===== config.mk =====
export PLATFORM = sky130hd
export DESIGN_NAME = csr_hpm_bank
export DESIGN_NICKNAME = d
export VERILOG_FILES = /design/src/rtl/csr_hpm_bank.sv
export SDC_FILE = /design/constraint.sdc
export NUM_CORES = 2
export LEC_CHECK = 0
export BUFFER_PORTS_ARGS = -buffer_cell sky130_fd_sc_hd__buf_2
export CAP_MARGIN = 10
export CORE_UTILIZATION = 48
export DETAILED_ROUTE_END_ITERATION = 8
export MAX_ROUTING_LAYER = met4
export PLACE_DENSITY = 0.7
export SLEW_MARGIN = 10
export SYNTH_ARGS = -nofsm -noshare
export SYNTH_HDL_FRONTEND = slang
export SYNTH_SLANG_ARGS = --single-unit

===== constraint.sdc =====
create_clock -name clk -period 3.18 [get_ports clk]
set_clock_uncertainty 0.2 [all_clocks]
set_input_delay 0.318 -clock clk [delete_from_list [all_inputs] [get_ports clk]]
set_output_delay 0.318 -clock clk [all_outputs]
set_load 0.01 [all_outputs]

===== src/rtl/csr_hpm_bank.sv =====
// Hardware performance monitor CSR bank: mcycle, minstret and mhpmcounters with
// event selectors, inhibit/enable masks, one-cycle registered CSR response and overflow IRQ.

module csr_hpm_cnt #(
  parameter int XLEN = 64
) (
  input  logic        clk,
  input  logic        rst,
  input  logic        inc,
  input  logic        wr_lo,
  input  logic        wr_hi,
  input  logic [63:0] wd,
  output logic [63:0] cnt
);
  // A write to either half wins over the increment in the same cycle.
  always_ff @(posedge clk) begin
    if (rst)        cnt <= '0;
    else if (wr_lo) cnt <= (XLEN == 32) ? {cnt[63:32], wd[31:0]} : wd;
    else if (wr_hi) cnt <= {wd[31:0], cnt[31:0]};
    else if (inc)   cnt <= cnt + 64'd1;
  end
endmodule

module csr_hpm_bank #(
  parameter int XLEN    = 64,
  parameter int NUM_HPM = 8,
  parameter int NUM_EVT = 16
) (
  input  logic               clk,
  input  logic               rst,
  input  logic               csr_en,
  input  logic               we_csr,
  input  logic [11:0]        r_csr_addr,
  input  logic [XLEN-1:0]    w_csr_data,
  input  logic [1:0]         priv_lvl,
  input  logic               instr_retired,
  input  logic [NUM_EVT-1:0] events,
  output logic [XLEN-1:0]    csr_data,
  output logic               csr_hit,
  output logic               exc_en,
  output logic [3:0]         exc_code,
  output logic [XLEN-1:0]    exc_val,
  output logic               ovf_irq
);
  localparam bit          X32      = (XLEN == 32);
  localparam logic [63:0] HPM_BITS = ((64'd1 << NUM_HPM) - 64'd1) << 3;
  localparam logic [31:0] IMPL     = HPM_BITS[31:0] | 32'h5;
  localparam logic [8:0]  NEVT     = 9'(NUM_EVT);

  logic [4:0]  idx;
  logic [6:0]  blk;
  logic        is_mcnt_lo, is_mcnt_hi, is_ucnt_lo, is_ucnt_hi, is_evt_lo, is_evt_hi;
  logic        is_inh, is_mcen, is_scen, is_ucnt, is_hi, hit;
  logic        priv_bad, cen_bad, illegal, wr_ok;
  logic [31:0] inh_q, mcen_q, scen_q;
  logic [31:0][63:0] cnt;
  logic [31:0][7:0]  sel_q;
  logic [31:0]       of_q;
  logic [63:0] wd, full, rd64;
  logic [255:0] evt_pad;

  assign wd      = 64'(w_csr_data);
  assign evt_pad = 256'(events);
  assign idx     = r_csr_addr[4:0];
  assign blk     = r_csr_addr[11:5];

  // Index 1 (time) is never part of this bank; indices 0..2 have no mhpmevent.
  assign is_mcnt_lo = (blk == 7'h58) && (idx != 5'd1);
  assign is_mcnt_hi = X32 && (blk == 7'h5C) && (idx != 5'd1);
  assign is_ucnt_lo = (blk == 7'h60) && (idx != 5'd1);
  assign is_ucnt_hi = X32 && (blk == 7'h64) && (idx != 5'd1);
  assign is_evt_lo  = (blk == 7'h19) && (idx >= 5'd3);
  assign is_evt_hi  = X32 && (blk == 7'h39) && (idx >= 5'd3);
  assign is_inh     = (r_csr_addr == 12'h320);
  assign is_mcen    = (r_csr_addr == 12'h306);
  assign is_scen    = (r_csr_addr == 12'h106);
  assign is_ucnt    = is_ucnt_lo | is_ucnt_hi;
  assign is_hi      = is_mcnt_hi | is_ucnt_hi | is_evt_hi;
  assign hit        = is_mcnt_lo | is_mcnt_hi | is_ucnt | is_evt_lo | is_evt_hi |
                      is_inh | is_mcen | is_scen;

  assign priv_bad = r_csr_addr[9:8] > priv_lvl;
  assign cen_bad  = is_ucnt && (((priv_lvl == 2'd1) && !mcen_q[idx]) ||
                                ((priv_lvl == 2'd0) && !(mcen_q[idx] && scen_q[idx])));
  assign illegal  = hit && (priv_bad || (we_csr && is_ucnt) || cen_bad);
  assign wr_ok    = csr_en && we_csr && hit && !illegal;

  always_comb begin
    full = '0;
    if (is_mcnt_lo || is_mcnt_hi || is_ucnt) full = cnt[idx];
    else if (is_evt_lo || is_evt_hi)         full = {of_q[idx], 55'd0, sel_q[idx]};
    else if (is_inh)                         full = {32'd0, inh_q};
    else if (is_mcen)                        full = {32'd0, mcen_q};
    else if (is_scen)                        full = {32'd0, scen_q};
    rd64 = is_hi ? {32'd0, full[63:32]} : full;
  end

  for (genvar i = 0; i < 32; i++) begin : g_ctr
    if (IMPL[i]) begin : g_on
      logic sel_hit, wr_lo, wr_hi, src, inc;
      assign sel_hit = (idx == 5'(i));
      assign wr_lo   = wr_ok && is_mcnt_lo && sel_hit;
      assign wr_hi   = wr_ok && is_mcnt_hi && sel_hit;
      assign inc     = src && !inh_q[i];

      csr_hpm_cnt #(.XLEN(XLEN)) u_cnt (
        .clk(clk), .rst(rst), .inc(inc), .wr_lo(wr_lo), .wr_hi(wr_hi), .wd(wd), .cnt(cnt[i])
      );

      if (i >= 3) begin : g_evt
        logic [7:0] sel_r, sel_m1;
        logic       of_r, wrap, ev_wr_lo, ev_wr_hi;
        assign sel_m1   = sel_r - 8'd1;
        assign src      = (sel_r != 8'd0) && ({1'b0, sel_r} <= NEVT) && evt_pad[sel_m1];
        assign wrap     = inc && !wr_lo && !wr_hi && (&cnt[i]);
        assign ev_wr_lo = wr_ok && is_evt_lo && sel_hit;
        assign ev_wr_hi = wr_ok && is_evt_hi && sel_hit;
        // OF is sticky; only a software write to the half holding it can clear it.
        always_ff @(posedge clk) begin
          if (rst) begin
            sel_r <= '0;
            of_r  <= 1'b0;
          end else begin
            if (ev_wr_lo) sel_r <= wd[7:0];
            if (ev_wr_lo && !X32) of_r <= wd[63];
            else if (ev_wr_hi)    of_r <= wd[31];
            else                  of_r <= of_r | wrap;
          end
        end
        assign sel_q[i] = sel_r;
        assign of_q[i]  = of_r;
      end else begin : g_fix
        assign src      = (i == 0) ? 1'b1 : instr_retired;
        assign sel_q[i] = '0;
        assign of_q[i]  = 1'b0;
      end
    end else begin : g_off
      assign cnt[i]   = '0;
      assign sel_q[i] = '0;
      assign of_q[i]  = 1'b0;
    end
  end

  always_ff @(posedge clk) begin
    if (rst) begin
      inh_q  <= '0;
      mcen_q <= '0;
      scen_q <= '0;
    end else if (wr_ok) begin
      if (is_inh)  inh_q  <= wd[31:0] & IMPL;
      if (is_mcen) mcen_q <= wd[31:0] & IMPL;
      if (is_scen) scen_q <= wd[31:0] & IMPL;
    end
  end

  always_ff @(posedge clk) begin
    if (rst || !csr_en) begin
      csr_data <= '0;
      csr_hit  <= 1'b0;
      exc_en   <= 1'b0;
      exc_code <= '0;
      exc_val  <= '0;
    end else begin
      csr_hit  <= hit;
      exc_en   <= illegal;
      exc_code <= illegal ? 4'd2 : 4'd0;
      exc_val  <= illegal ? {{(XLEN-12){1'b0}}, r_csr_addr} : '0;
      csr_data <= (hit && !illegal) ? rd64[XLEN-1:0] : '0;
    end
  end

  always_ff @(posedge clk) begin
    if (rst) ovf_irq <= 1'b0;
    else     ovf_irq <= |of_q;
  end
endmodule


==> results.tsv <==
stage	metric	value	unit
synthesis	synth.avg_cell_area	8.27	sq um
global_routing	antenna_found_initial	0	
sta	fin_crit_sh	97.6	%
clock_tree	cts_tree	done	
finish	design_area	55900	sq um
power	peakVddDrop	0.400	mV
floorplan	die_height	320	um
place	gp_congestion	0.997	
global_routing	grt_pass1_vias	42879	
job	maxCapViolations	0	
floorplan	initial_utilization	48.4	%
detailed_routing	wl	174000	um
finish	mostFrequentLayoutCells	nor2_1 (942), dfxtp_1 (820), a211oi_1 (578)	
synthesis	synth_ff_type	dfxtp_1	
global_routing	grt_pass1_wl	262000	um
critical_path	reg2reg_depth	10	
place	dpl.hpwl	125000	um
critical_path	r2r-end	g_ctr[4].g_on.u_cnt.cnt[29]$_SDFFE_PP0P_	
sta	rsz0062_at_grt	no	
finish	final_cells	7381	
detailed_routing	antenna_left	0	
place	place_area	51800	sq um
place	numPortBuffers	178	
sta	timing.hold.ws	48.7	ps
sta	setup_viol	0	
detailed_routing	avgRoutedWirePerCell	23.6	um
critical_path	crit_fanout	25	
synthesis	ys_types	74	
global_routing	grt_use_total	33.9	%
critical_path	r2r_slack	100	ps
finish	drive_above_1_share	14.4	%
synthesis	syn-instance-count	5865	
floorplan	dieArea	102000	sq um
clock_tree	cts_buffers	92	
sta	clock.fmax	0.322	GHz
synthesis	synth_edf_count	0	
detailed_routing	first_pass_iters	6	
detailed_routing	drt_iter0_markers	5996	
worst_hold_path	hp-class	in2reg	
synthesis	ys_seq_elements	821	
floorplan	row_count	116	
clock_tree	insertion_delay	700	ps
power	power_density	412	nW/um^2
detailed_routing	vias	46823	
critical_path	startpoint_type	primary input	
sta	fin_setup_tns	0	ps
synthesis	synth_area	48500	sq um
finish	layout_commonest_cell	nor2_1	
clock_tree	clockBufferDepth	3	
finish	nFillCells	9016	
sta	worst_pin_slew	1070	ps
floorplan	io_pins	234	
critical_path	cp-startpoint	r_csr_addr[9]	
sta	hold_viol	0	
finish	fin_util	55.8	%
synthesis	async_reset_ff_share	0	%
synthesis	yosysWarningCount	0	
detailed_routing	drc	0	
synthesis	yosysSeqAreaShare	33.9	%
critical_path	worstPathRequired	3550	ps
run_status	status	complete, no violations	
finish	syn2layout_area_growth	15.2	%
critical_path	crit_end	g_ctr[6].g_on.u_cnt.cnt[5]$_SDFFE_PP0P_	
floorplan	die_w	320	um
global_routing	grt_max_degree	157	
clock_tree	clkSlewWorstSetupHoldPaths	60	ps
power	power_leakage	18.9	nW
floorplan	coreArea	100000	sq um
critical_path	critPathArrivalTime	3470	ps
clock_tree	cts-root-buf	clkbuf_16	
sta	slew_viol_final	0	
place	dp_cells	7139	
sta	period_minus_slack	3100	ps
clock_tree	cts_max_level	3	
detailed_routing	via_per_inst	6.34	
finish	diodes	0	
global_routing	overflow	0	
sta	relSlewSlack	27.9	%
clock_tree	clock_sinks	821	
critical_path	crit_type	in2reg	
critical_path	reg2reg_from	g_ctr[4].g_on.g_evt.sel_r[0]$_SDFFE_PP0P_	
finish	nNetsFinal	6126	
critical_path	crit_path_end_kind	register	
[where the power goes]
part	total [W]	internal [W]	switching, W
combinational	0.00125	0.000336	0.000914
sequential	0.0103	0.0103	0.00000974
clock	0.0115	0.00678	0.00470
[layer usage]
| layer | track usage (%) | vias to the layer above | routed length, um | share of wire, % |
|---|---|---|---|---|
| met5 | - | - | 0 | 0 |
| li1 | - | 21413 | - | - |
| met4 | 12.8 | 0 | 6870 | 3.9 |
| met2 | 49.8 | 2595 | 75500 | 43 |
| met1 | 46.3 | 22439 | 72500 | 42 |
| met3 | 5.97 | 376 | 19600 | 11 |
[stage by stage]
stage          setup slack [ps]  power [W]
6_report                   76.2     0.0230
5_1_grt                   0.808     0.0236
4_1_cts                    27.6     0.0230
3_5_place_dp               -264     0.0117
3_3_place_gp               -234     0.0117
2_1_floorplan             -19.3     0.0112
[critical path, stage by stage]
cell and delay (ps):
dlygate4sd3_1 530, buf_2 140, ha_1 290, nor2b_1 140, o21a_1 220, or4b_1 560
buf_4 200, or3_4 500, buf_4 260, a211oi_1 280
[what timing repair did]
action                                 in CTS  in global routing
endpoints found under the hold margin     595                  0
resized for setup                           3                 26
setup endpoints to repair                  12                 48
hold buffers                               72                  0
buffers inserted                            0                  0
pin swaps                                   0                  1
[logic make-up (layout without fill, tap and decap cells)]
kind of cell	Yosys count	count (layout)	synth area share, %
simple gates	2363	2363	23.5
compound gates	1074	1074	15.6
flops	821	821	33.9
buf+inv	630	792	5.40
xor+xnor	594	594	10.7
mux	362	362	10.4
fa+ha+maj	20	20	0.516
other cells	1	57	0.00773
[cells in the mapped netlist (all sizes together) (5+ instances only)]
master | number | area (sq um)
nand3 | 243 | 1220
a22oi | 63 | 473
o31a | 5 | 43.8
and4 | 77 | 674
nor4b | 6 | 58.8
a21oi | 113 | 566
nand2b | 8 | 50.1
o32ai | 13 | 114
and3 | 112 | 701
mux2 | 76 | 860
a21bo | 5 | 50.1
xnor2 | 293 | 2570
o22ai | 16 | 100
nor3 | 133 | 691
o21ai | 163 | 816
o211ai | 8 | 60.1
buf | 174 | 908
nor2b | 25 | 156
a211oi | 578 | 4340
nor2 | 949 | 3580
and2 | 41 | 257
xor2 | 301 | 2640
nand4 | 188 | 1180
inv | 97 | 364
mux4 | 105 | 2380
or2 | 13 | 81.3
or3 | 60 | 375
or4 | 17 | 131
a22o | 6 | 52.6
a221oi | 20 | 175
clkbuf | 359 | 1350
nand2 | 366 | 1370
ha | 20 | 250
dfxtp | 821 | 16400
nor4 | 93 | 601
a311oi | 50 | 438
nor3b | 17 | 128
mux2i | 181 | 1810
[worst min-delay path by stage]
| stage | from | to | slack [ps] | cells past startpoint |
|---|---|---|---|---|
| after floorplan | mcen_q[3]$_SDFFE_PP0P_ | mcen_q[3]$_SDFFE_PP0P_ | 240 | 2 |
| after global placement | mcen_q[2]$_SDFFE_PP0P_ | mcen_q[2]$_SDFFE_PP0P_ | 250 | 2 |
| after detailed placement | mcen_q[2]$_SDFFE_PP0P_ | mcen_q[2]$_SDFFE_PP0P_ | 260 | 2 |
| after CTS | w_csr_data[7] | mcen_q[7]$_SDFFE_PP0P_ | 10 | 3 |
| after global routing | w_csr_data[7] | g_ctr[4].g_on.g_evt.sel_r[7]$_SDFFE_PP0P_ | 30 | 3 |
| final | w_csr_data[7] | g_ctr[4].g_on.g_evt.sel_r[7]$_SDFFE_PP0P_ | 50 | 3 |
[sequential cells by signal, indices dropped and copies added (netlist names)]
register	flops
csr_data	64
csr_hit	1
exc_code	1
exc_val	12
g_ctr.g_on.g_evt.of_r	8
g_ctr.g_on.g_evt.sel_r	64
g_ctr.g_on.u_cnt.cnt	640
inh_q	10
mcen_q	10
ovf_irq	1
scen_q	10
[area by class of cell]
class                           instances  area [sq um]  area share (%)
Multi-Input combinational cell       4470         30000            53.7
Sequential cell                       821         16400            29.4
Timing Repair Buffer                  525          4240            7.58
Clock buffer                          130          2690            4.81
Tap cell                             1298          1620            2.91
Clock inverter                         40           518           0.927
Inverter                               97           364           0.652
Note: power is estimated with default switching activity, not from simulation.
